===== src/rtl/wb_pkg.sv =====
// Shared types and constants for the register-file write-back front end.
package wb_pkg;

   localparam int XLEN      = 32;
   localparam int REG_IDX_W = 5;

   localparam logic [REG_IDX_W-1:0] X0_IDX = '0;

   typedef struct packed {
      logic [REG_IDX_W-1:0] idx;
      logic [XLEN-1:0]      data;
   } wb_entry_t;

endpackage


===== src/rtl/wb_fifo.sv =====
// Ordered ring buffer of multi-cycle results {idx, data}; DEPTH must be a power of two.
module wb_fifo #(
   parameter int DEPTH = 4
) (
   input  logic                   clk,
   input  logic                   rst,
   input  logic                   push,
   input  wb_pkg::wb_entry_t      push_entry,
   input  logic                   pop,
   output wb_pkg::wb_entry_t      head,
   output logic [$clog2(DEPTH):0] count,
   output logic                   full,
   output logic                   empty
);
   import wb_pkg::*;

   localparam int PTR_W = $clog2(DEPTH);
   localparam int CNT_W = PTR_W + 1;

   wb_entry_t        mem [DEPTH];
   logic [PTR_W-1:0] wr_ptr;
   logic [PTR_W-1:0] rd_ptr;
   logic             do_push;
   logic             do_pop;

   // No push-through: a full FIFO refuses pushes even when popping.
   assign do_push = push && !full;
   assign do_pop  = pop && !empty;
   assign full    = (count == CNT_W'(DEPTH));
   assign empty   = (count == '0);
   assign head    = mem[rd_ptr];

   always_ff @(posedge clk or negedge rst) begin
      if (!rst) begin
         wr_ptr <= '0;
         rd_ptr <= '0;
         count  <= '0;
      end else begin
         if (do_push) wr_ptr <= wr_ptr + PTR_W'(1);
         if (do_pop)  rd_ptr <= rd_ptr + PTR_W'(1);
         case ({do_push, do_pop})
            2'b10:   count <= count + CNT_W'(1);
            2'b01:   count <= count - CNT_W'(1);
            default: count <= count;
         endcase
      end
   end

   always_ff @(posedge clk) begin
      if (do_push) mem[wr_ptr] <= push_entry;
   end

endmodule


===== src/rtl/reg_writeback.sv =====
// Merges ALU and buffered multi-cycle results onto the register-file write port and
// tracks pending destinations. Define WB_BYPASS_EN to let an idle path skip the FIFO.
module reg_writeback #(
   parameter int DEPTH = 4,
   parameter int XLEN  = 32
) (
   input  logic                         clk,
   input  logic                         rst,
   input  logic                         alu_valid,
   input  logic [wb_pkg::REG_IDX_W-1:0] alu_idx,
   input  logic [XLEN-1:0]              alu_data,
   input  logic                         mc_valid,
   output logic                         mc_ready,
   input  logic [wb_pkg::REG_IDX_W-1:0] mc_idx,
   input  logic [XLEN-1:0]              mc_data,
   input  logic                         iss_valid,
   input  logic [wb_pkg::REG_IDX_W-1:0] iss_idx,
   input  logic [wb_pkg::REG_IDX_W-1:0] chk_idx1,
   input  logic [wb_pkg::REG_IDX_W-1:0] chk_idx2,
   output logic                         busy1,
   output logic                         busy2,
   output logic                         wr_en,
   output logic [wb_pkg::REG_IDX_W-1:0] wr_idx,
   output logic [XLEN-1:0]              wr_data,
   output logic [$clog2(DEPTH):0]       fifo_count
);
   import wb_pkg::*;

   logic [31:0] sb;
   logic [31:0] set_mask;
   logic [31:0] clr_mask;
   wb_entry_t   head;
   wb_entry_t   push_entry;
   logic        full;
   logic        empty;
   logic        alu_wr;
   logic        mc_fire;
   logic        byp;
   logic        push;
   logic        pop;

   // Multi-cycle handshake: a result transfers at a rising edge where mc_valid && mc_ready;
   // mc_valid is never gated by mc_ready and mc_ready is low throughout reset.
   assign mc_ready = rst && !full;
   assign mc_fire  = mc_valid && mc_ready;
   assign alu_wr   = alu_valid && (alu_idx != X0_IDX);

`ifdef WB_BYPASS_EN
   assign byp = mc_fire && empty && !alu_wr;
`else
   assign byp = 1'b0;
`endif

   assign push       = mc_fire && !byp;
   assign pop        = !alu_wr && !empty;
   assign push_entry = '{idx: mc_idx, data: mc_data};

   wb_fifo #(.DEPTH(DEPTH)) u_fifo (
      .clk        (clk),
      .rst        (rst),
      .push       (push),
      .push_entry (push_entry),
      .pop        (pop),
      .head       (head),
      .count      (fifo_count),
      .full       (full),
      .empty      (empty)
   );

   always_comb begin
      set_mask = '0;
      clr_mask = '0;
      if (pop)      clr_mask[head.idx] = 1'b1;
      else if (byp) clr_mask[mc_idx]   = 1'b1;
      if (iss_valid) set_mask[iss_idx] = 1'b1;
   end

   // Set is applied after clear so a same-cycle reissue keeps the register pending.
   always_ff @(posedge clk or negedge rst) begin
      if (!rst) sb <= '0;
      else      sb <= ((sb & ~clr_mask) | set_mask) & ~32'd1;
   end

   assign busy1 = sb[chk_idx1];
   assign busy2 = sb[chk_idx2];

   always_ff @(posedge clk or negedge rst) begin
      if (!rst) begin
         wr_en   <= 1'b0;
         wr_idx  <= '0;
         wr_data <= '0;
      end else if (alu_wr) begin
         wr_en   <= 1'b1;
         wr_idx  <= alu_idx;
         wr_data <= alu_data;
      end else if (pop) begin
         // An x0 entry is consumed silently; the write port keeps its last idx/data.
         wr_en <= (head.idx != X0_IDX);
         if (head.idx != X0_IDX) begin
            wr_idx  <= head.idx;
            wr_data <= head.data;
         end
      end else if (byp) begin
         wr_en <= (mc_idx != X0_IDX);
         if (mc_idx != X0_IDX) begin
            wr_idx  <= mc_idx;
            wr_data <= mc_data;
         end
      end else begin
         wr_en <= 1'b0;
      end
   end

endmodule


===== config.mk =====
export PLATFORM = sky130hd
export DESIGN_NAME = reg_writeback
export DESIGN_NICKNAME = d
export VERILOG_FILES = /design/src/rtl/wb_pkg.sv /design/src/rtl/wb_fifo.sv /design/src/rtl/reg_writeback.sv
export SDC_FILE = /design/constraint.sdc
export NUM_CORES = 1
export LEC_CHECK = 0
export BUFFER_PORTS_ARGS = -buffer_cell sky130_fd_sc_hd__buf_2
export CORE_AREA = 10 10 160 162
export DETAILED_ROUTE_END_ITERATION = 6
export DIE_AREA = 0 0 170 172
export PLACE_DENSITY_LB_ADDON = 0.05
export SYNTH_ARGS = -nofsm -noshare
export SYNTH_HDL_FRONTEND = slang
export SYNTH_SLANG_ARGS = --single-unit

===== constraint.sdc =====
create_clock -name clk -period 2.3 [get_ports clk]
set_input_delay 0.23 -clock clk [delete_from_list [all_inputs] [get_ports clk]]
set_output_delay 0.23 -clock clk [all_outputs]
set_load 0.01 [all_outputs]

# [Yosys cells after proc, flatten, opt, wreduce, memory -nomap -nowiden]
# Memories as Yosys holds them, arrays and structs flattened.
# Index checks and enable logic that the tools add are counted.
[word_totals] register_bits=76 latch_bits=0 ram_bits=148 rom_bits=0 inputBits=94 wordCells=63 n_memories=1
[memory_table] name="u_fifo.mem" depth=4 word_bits=37 rd=1 rd_ports_with_merged_regs=0 wr=1 line="wb_fifo.sv:20" text="wb_entry_t mem [DEPTH];"
[classes] addsub=4 n_mul=0 n_div=0 magnitude_cmp=6 eq_ne=3 shifts=0 mux=21 bitwise=3 reduce_logical=18
[ops] cell="32-bit 2-to-1 mux" n=5
[ops] cell="32-bit AND" n=1
[ops] cell="32-bit NOT" n=1
[ops] cell="32-bit bitwise OR" n=1
[ops] cell="5-bit by 6-bit < comparator with 1-bit output, second input constant" n=4
[ops] cell="5-bit 2-to-1 mux" n=3
[ops] cell="1-bit binary-select mux with 5-bit select" n=2
[ops] cell="1-bit demux with 5-bit select" n=2
[ops] cell="5-bit by 1-bit greater-or-equal comparator with 1-bit output, second input constant" n=2
[ops] cell="5-bit nonzero test" n=2
[ops] cell="1-bit logical AND" n=8
[ops] cell="1-bit 2-to-1 mux" n=8
[ops] cell="3-bit case mux with 2 select lines" n=1
[ops] cell="2-bit nonzero test" n=3
[ops] cell="2-bit by 1-bit adder with 2-bit output, second input constant" n=2
[ops] cell="3-bit by 1-bit adder with 3-bit output, second input constant" n=1
[ops] cell="3-bit == test, second input constant" n=1
[ops] cell="1-bit zero test" n=3
[ops] cell="3-bit zero test" n=1
[ops] cell="3-bit by 1-bit subtractor with 3-bit output, second input constant" n=1
[ops] cell="2-bit by 1-bit == test with 1-bit output, second input constant" n=1
[ops] cell="2-bit == test, second input constant" n=1
[ops] cell="2-bit AND reduction" n=1

# [Depth between registers and ports, before layout]
# Gate-level depths: netlist of run 1.
# An unclocked memory read counts as a cell.
[depth] word_depth=9 depth_mapped=11 depth_no_buf=10

# [Cells and area by module]
# From an unflattened synthesis of run 1, not the netlist that was laid out.
[hier_totals] cells_unflattened=642 hier_area_um2=9661.8
[by_module_without_submodules] mod="wb_fifo" n_inst=1 cells_per_inst=230 area_per_inst_um2=5755.5 seq_area_each_um2=4619.4
[by_module_without_submodules] mod="reg_writeback" n_inst=1 cells_per_inst=412 area_per_inst_um2=3906.2 seq_area_each_um2=1726.7

# [Worst setup path after synthesis of run 1]
# Ideal clock, no wire load.
[synth_path] path_type="input -> register" from="input port alu_idx[1] (netlist bit)" to="register u_fifo.count[2]" setup_ns=0.079 arrival_ns=2.514 slack_ns=-0.293 cell_stages=11 path_cell_list="or4_1 > o21a_1 > clkbuf_1 > clkbuf_1 > nor2_1 > ha_1 > inv_1 > fa_1 > xor2_1 > nor2_1 > xor2_1"
[synth_between] elab_chain_cells=7 elab_cells_between_ends=9
[synth_rtl] element="start, declared" line="reg_writeback.sv:10" text="input logic [wb_pkg::REG_IDX_W-1:0] alu_idx,"
[synth_rtl] element="5-bit nonzero test *" line="reg_writeback.sv:46" text="assign alu_wr = alu_valid && (alu_idx != X0_IDX);"
[synth_rtl] element="1-bit logical AND *" line="reg_writeback.sv:46"
[synth_rtl] element="1-bit zero test *" line="reg_writeback.sv:55" text="assign pop = !alu_wr && !empty;"
[synth_rtl] element="1-bit logical AND *" line="reg_writeback.sv:55"
[synth_rtl] element="1-bit logical AND *" line="wb_fifo.sv:28" text="assign do_pop = pop && !empty;"
[synth_rtl] element="named net u_fifo.do_pop" line="wb_fifo.sv:24" text="logic do_pop;"
[synth_rtl] element="2-bit by 1-bit == test with 1-bit output or 2-bit == test (tied branches)" line="wb_fifo.sv:41" text="case ({do_push, do_pop})"
[synth_rtl] element="3-bit case mux with 2 select lines or 2-bit nonzero test (tied branches)"
[synth_rtl] element="end signal, assigned" line="wb_fifo.sv:42" text="2'b10: count <= count + CNT_W'(1);"
[synth_rtl] element="end signal, assigned" line="wb_fifo.sv:43" text="2'b01: count <= count - CNT_W'(1);"
[synth_rtl] element="end signal, assigned" line="wb_fifo.sv:44" text="default: count <= count;"
[synth_rtl] element="end, declared" line="wb_fifo.sv:11" text="output logic [$clog2(DEPTH):0] count,"
# Mark *: on every way through the listed nets, which the timed path passes. The rest lies on a longest branch.
# A chain may end at the register's enable or synchronous reset.

# [Final worst setup path of run 1]
[layout_path] from="register sb[24]" to="output port busy1"
[layout_between] elab_chain_cells=2
[layout_rtl] element="start, declared" line="reg_writeback.sv:29" text="logic [31:0] sb;"
[layout_rtl] element="start signal, assigned" line="reg_writeback.sv:81" text="else sb <= ((sb & ~clr_mask) | set_mask) & ~32'd1;"
[layout_rtl] element="1-bit binary-select mux with 5-bit select" line="reg_writeback.sv:84" text="assign busy1 = sb[chk_idx1];"
[layout_rtl] element="1-bit 2-to-1 mux (implied by the code)" line="reg_writeback.sv:84"
[layout_rtl] element="end, declared" line="reg_writeback.sv:20" text="output logic busy1,"
# Every way passes these cells. The select of a mux whose other input is x is not followed.

==> flow_summary.ini, run 1 <==
[route]
drc_errors = 0
avgViaCountPerCell = 5.75
wire_per_inst_um = 23.8
antenna_left = 0
wl_mm = 28.9
drt-initial-drc-count = 401
drt_first_pass_iters = 5
vias = 6992

[yosys]
netlist_top_cells_count = edfxtp_1, dfrtp_1, mux4_2
muxShareOfSynthArea_pct = 13.8
synth_cells = 639
async_flop_share_pct = 33.9
synth_ff_type = edfxtp_1
synthXorXnorAreaFrac_pct = 0.532
synth_edf_count = 148
synth_top_cell_area_share_pct = 45.0
synth_compound_area_share_pct = 11.2
synth.distinct_cells = 43
synth.most_common_cell = edfxtp_1
synthSimpleGateAreaFrac_pct = 5.05
syn_avg_cell_area_um2 = 15.5
yosysSeqAreaShare_pct = 64.2
ys_ff_latch = 224
synth_fa_ha_area_share_pct = 0.836
syn_area_um2 = 9880
synth_top_family_by_area = multiplexers
synth_area_leaders = edfxtp_1, dfrtp_1, mux4_2
yosysTopAreaCell = edfxtp_1
yosys_warnings = 0
syn_nets = 739

[power]
ir_worst_vdd_v = 0.000701
power.density_nw_per_um2 = 1200
total_power_mw = 16.2
p_leak_nw = 5.21

[finish]
final_util_pct = 60.4
finalNetCount = 1012
syn_to_final_growth_pct = 36.7
drive_above_1_share_pct = 38.6
diodes = 0

[clock_tree]
clock_path_buffers = 3
clock-sinks = 224
cts_inserted_buffers = 26
htree_levels = 1
path_clk_slew_ns = 0.06
tritoncts = yes
clock_latency_ns = 0.54
root_buffer = clkbuf_16

[timing]
setup_violations = 15
hold_viol_final = 0
fmax_mhz = 392
setup_tns_ns = -0.865
maxSlewHeadroom_pct = 56.9
min_period_over_period_pct = 111
finalWorstSetupSlack_ns = -0.250
rsz0062_at_grt = true
timing.final.max_slew_violations = 0
tightest_slew_ns = 0.647
period_minus_slack_ns = 2.55
hold_ws_ns = 0.0413
skew_ns = 0.00940

[global_route]
grt_pass1_wl_mm = 41.8
track_usage_pct = 18.3
grt_max_degree = 52
grt_pass1_vias = 7319
grt_remaining_overflow = 0
antenna_found_initial = 1

[setup_path]
worst-endpoint-arrival_ns = 2.32
crit_path_end_kind = output port
crit_fanout = 3
required_ns = 2.07
start_kind = flop
worstSetupPathType = flop to output port

[status]
status = complete, but fails checks
violations = setup timing

[die]
ios = 138
fp.dieW_um = 170
start_util_pct = 44.2
core_area_um2 = 22400
rows = 55
die-area_um2 = 29200
die_y_um = 172

[worst_hold_path]
hold_path_class = input port to flop

[flow_run]
maxCapViolCount = 0

[placed_design]
dpl.hpwl_mm = 17.3
dp_slack_ns = -0.0629
routabilityCongestion = 0.848
port-buffer-count = 137
## critical path, stage by stage (launching register included)
cell     delay [ns]
dfrtp_1        0.42
mux4_2         0.48
mux4_2         0.48
mux2_4         0.28
buf_6          0.12
## layout make-up
cell class / instances / area (um^2)
Clock buffer: 33 / 677
Sequential cell: 224 / 6350
Timing Repair Buffer: 293 / 2410
Fill cell: 1723 / 8860
Multi-Input combinational cell: 319 / 3400
Clock inverter: 14 / 140
Inverter: 48 / 180
Tap cell: 285 / 357
## placed cells by master (no fill, tap or decap), types with 3 or more instances in the layout
master	synthesis	layout
a2111oi_0	34	18
a2111oi_1	0	15
a21oi_1	8	8
a311oi_1	34	18
a311oi_2	0	16
a31oi_1	4	4
and3_2	0	4
buf_12	0	16
buf_2	13	134
buf_4	0	57
buf_6	6	6
clkbuf_1	29	7
clkbuf_16	0	31
clkinv_1	0	6
clkinv_2	0	4
dfrtp_1	76	74
dlygate4sd3_1	0	72
edfxtp_1	148	148
ha_1	5	4
inv_1	48	48
mux2i_1	7	7
mux4_2	55	55
nand2_1	22	22
nand3_1	7	7
nand3b_1	8	8
nor2_1	43	41
o211ai_1	8	8
o21ai_0	15	14
o221ai_1	8	8
o41ai_1	23	19
o41ai_2	0	4
or3b_2	4	3
xnor2_1	3	3
xor2_1	3	3
## metal layers
metal,GRT usage [%],up-vias,share of wire [%]
met3,3.01,41,5.4
met1,23.8,3586,42
met4,5.23,0,2.5
met2,31.0,228,50
met5,0,-,0
li1,-,3137,-
## registers in the layout, indices dropped and copies added (netlist names)
signal / cells
wr_data: 32
wr_idx: 5
u_fifo.wr_ptr: 2
u_fifo.count: 3
sb: 31
wr_en: 1
u_fifo.mem: 148
u_fifo.rd_ptr: 2
## power by group
part	switching [mW]	internal [mW]	leakage, nW	total [mW]
combinational	3.30	3.32	2.64	6.62
sequential	0.523	5.13	2.17	5.66
clock	1.62	2.31	0.394	3.93
total	5.45	10.8	5.21	16.2
## cells by family (layout without fill, tap and decap cells)
| group | Yosys count | count (layout) |
|---|---|---|
| flops | 224 | 224 |
| compound gates | 138 | 138 |
| simple gates | 100 | 100 |
| buf+inv | 98 | 388 |
| mux | 67 | 69 |
| fa+ha+maj | 6 | 6 |
| xor+xnor | 6 | 6 |
## metrics by stage
stage | cell area [um^2] | instances
final | 13500 | 1216
after global routing | 13500 | 1216
after CTS | 12900 | 1181
after detailed placement | 11200 | 1054
after global placement | 11200 | 1054
after floorplan | 9930 | 639
## worst paths after layout
check                                        startpoint                      end  slack [ns]  cells after the start
max in group asynchronous                           rst  wr_data[23]$_DFFE_PN0P_        0.94                      4
hold reg to reg                  wr_data[6]$_DFFE_PN0P_   wr_data[6]$_DFFE_PN0P_        0.53                      2
min in group asynchronous                           rst         sb[25]$_DFF_PN0_        0.31                      3
setup reg to reg           u_fifo.rd_ptr[0]$_DFFE_PN0P_  wr_data[23]$_DFFE_PN0P_       -0.05                      8
hold / removal                               alu_idx[4]    wr_idx[4]$_DFFE_PN0P_        0.04                      3
setup / recovery                       sb[24]$_DFF_PN0_                    busy1       -0.25                      4
## timing repair
| item | CTS | global route |
|---|---|---|
| hold endpoints to repair | 212 | 0 |
| buffers inserted | 7 | 26 |
| gates cloned | 1 | 9 |
| pin swaps | 1 | 21 |
| resized for setup | 6 | 52 |
| setup endpoints to repair | 11 | 51 |
| hold buffers | 72 | 0 |
(Power assumes the default switching activity.)
==> run 2: changes to the inputs <==
- BUFFER_PORTS_ARGS: -buffer_cell sky130_fd_sc_hd__buf_2 -> not set
- CTS_BUF_LIST: not set -> sky130_fd_sc_hd__clkbuf_4 sky130_fd_sc_hd__clkbuf_8 sky130_fd_sc_hd__clkbuf_16
- DONT_BUFFER_PORTS: not set -> 1
==> run 2 against run 1 <==
Compared with the run above: the flow finishes with violations (hold timing, setup timing); critical path depth is 1 lower; via count is 5.9% lower; global-route usage is essentially flat; clock skew is 0.0019 ns lower; count of clock-buffer cells in the layout stayed put; cell count shrank 10%; combinational power decreased by 6.5%; clock power barely moved; first-iteration DRC count rose by 25%; hold slack worse by 0.051 ns.
==> flow_summary.ini, run 2 (synthesis results as in run 1) <==
[finish]
final_util_pct = 58.1
syn_to_final_growth_pct = 31.5
largest_reg_flops = 148
final_cell_mix = edfxtp_1, dlygate4sd3_1, dfrtp_1
drive_above_1_share_pct = 30.7
top_register = u_fifo.mem
top_regs = u_fifo.mem (148), wr_data (32), sb (31)
finalNetCount = 882
final_common_cell = edfxtp_1

[route]
wire_per_inst_um = 26.3
wl_met2_mm = 14.5
top_layer = met4
wl_mm = 28.6
avgViaCountPerCell = 6.04
drt_first_pass_iters = 6
wl_met1_mm = 11.9
drc_errors = 0
vias = 6580
drt-initial-drc-count = 500
wl_met3_mm = 1.52
antenna_left = 0

[worst_hold_path]
hold_path_class = input port to flop

[setup_path]
path_cells = mux4_2 > mux4_2 > mux2_4
worstSetupPathType = flop to output port
start_kind = flop
cp_num_buf_inv = 0
slowest_stage = mux4_2
slowest_delay_ns = 0.51
worst-endpoint-arrival_ns = 2.20
required_ns = 2.07
crit_top_cell = mux4_2
crit_path_end_kind = output port
critPathTopFamily = multiplexers
crit_fanout = 4

[global_route]
track_usage_pct = 18.3
grt_remaining_overflow = 0
grt_pass1_vias = 6742
antenna_found_initial = 2
grt_max_degree = 77
grt_pass1_wl_mm = 41.2

[clock_tree]
clock_path_buffers = 3
cts_inserted_buffers = 25
root_buffer = clkbuf_16
clock-sinks = 224
tritoncts = yes
path_clk_slew_ns = 0.06
clock_latency_ns = 0.53
htree_levels = 1

[flow_run]
maxCapViolCount = 0

[die]
die_y_um = 172
start_util_pct = 44.2
core_area_um2 = 22400
ios = 138
fp.dieW_um = 170
die-area_um2 = 29200
rows = 55

[power]
combPwrFrac_pct = 38.7
power.density_nw_per_um2 = 1230
p_sw_mw = 5.44
p_leak_nw = 4.74
ir_worst_vdd_v = 0.000605
p_int_mw = 10.6
clkPwrFrac_pct = 24.7
switching_share_pct = 34.0
total_power_mw = 16.0
p_seq_share_pct = 36.6

[timing]
hold_viol_final = 1
setup_violations = 2
period_minus_slack_ns = 2.43
min_period_over_period_pct = 106
rsz0062_at_grt = true
tightest_slew_ns = 0.605
maxSlewHeadroom_pct = 58.6
hold_ws_ns = -0.00938
skew_ns = 0.00749
finalWorstSetupSlack_ns = -0.133
fmax_mhz = 411
timing.final.max_slew_violations = 0

[placed_design]
routabilityCongestion = 0.792
port-buffer-count = 0
dpl.hpwl_mm = 16.4
dp_slack_ns = -0.158

[status]
violations = hold timing, setup timing
status = complete, but fails checks
[run 2: area by class of cell]
| cell class | count | area [um^2] |
|---|---|---|
| clock buffer | 33 | 692 |
| sequential | 224 | 6350 |
| antenna | 3 | 7.51 |
| timing repair buffer | 166 | 1800 |
| tap | 285 | 357 |
| fill | 1724 | 9370 |
| inverter | 48 | 180 |
| multi-input combinational | 317 | 3470 |
| clock inverter | 13 | 128 |
[run 2: path summary, 6_finish.rpt]
kind | to | cells after the start | slack [ns] | startpoint
worst max-delay path | busy2 | 3 | -0.13 | sb[19]$_DFF_PN0_
worst min-delay path | sb[12]$_DFF_PN0_ | 2 | -0.009 | iss_idx[4]
worst max register to register | wr_data[16]$_DFFE_PN0P_ | 8 | 0 | u_fifo.rd_ptr[0]$_DFFE_PN0P_
worst min register to register | sb[1]$_DFF_PN0_ | 2 | 0.53 | sb[1]$_DFF_PN0_
max in group asynchronous | u_fifo.rd_ptr[1]$_DFFE_PN0P_ | 2 | 1.66 | rst
min in group asynchronous | sb[15]$_DFF_PN0_ | 2 | 0.29 | rst
[run 2: worst register-to-register path, cell delays in order, from the launching register on]
cell and delay (ns):
dfrtp_2 0.44, buf_6 0.13, buf_6 0.11, mux4_2 0.57, or2_4 0.31, o21ai_4 0.15, buf_12 0.16, clkbuf_16 0.19
a311oi_2 0.11
[run 2: repair_timing]
action / 4_1_cts / 5_1_grt
endpoints found under the setup margin: 38 / 41
cloned: 0 / 6
endpoints found under the hold margin: 286 / 0
buffers inserted: 12 / 22
resized for setup: 6 / 93
pin swaps: 0 / 23
hold buffers: 87 / 0
[run 2: per-stage QoR]
| step | TNS, ns | std cells | area (um^2) |
|---|---|---|---|
| after floorplan | -0.0650 | 639 | 9930 |
| after detailed placement | -0.894 | 914 | 10500 |
| after global routing | -1.62 | 1089 | 13000 |
| after CTS | -0.293 | 1059 | 12300 |
| after global placement | -0.186 | 914 | 10500 |
| final | -0.266 | 1089 | 13000 |
[run 2: metal layers]
metal / vias up / GRT usage (%)
met5: - / 0
met4: 0 / 5.23
met3: 44 / 3.42
met2: 219 / 30.4
met1: 3448 / 24.0
li1: 2869 / -
[run 2: power groups by stage]
| stage | clock network, mW | logic [mW] | registers (mW) |
|---|---|---|---|
| floorplan | 0 | 3.10 | 5.67 |
| global placement | 0 | 4.43 | 5.90 |
| detailed placement | 0 | 4.51 | 5.94 |
| CTS | 4.02 | 4.90 | 5.86 |
| global route | 4.20 | 6.60 | 5.95 |
| finish | 3.95 | 6.19 | 5.86 |
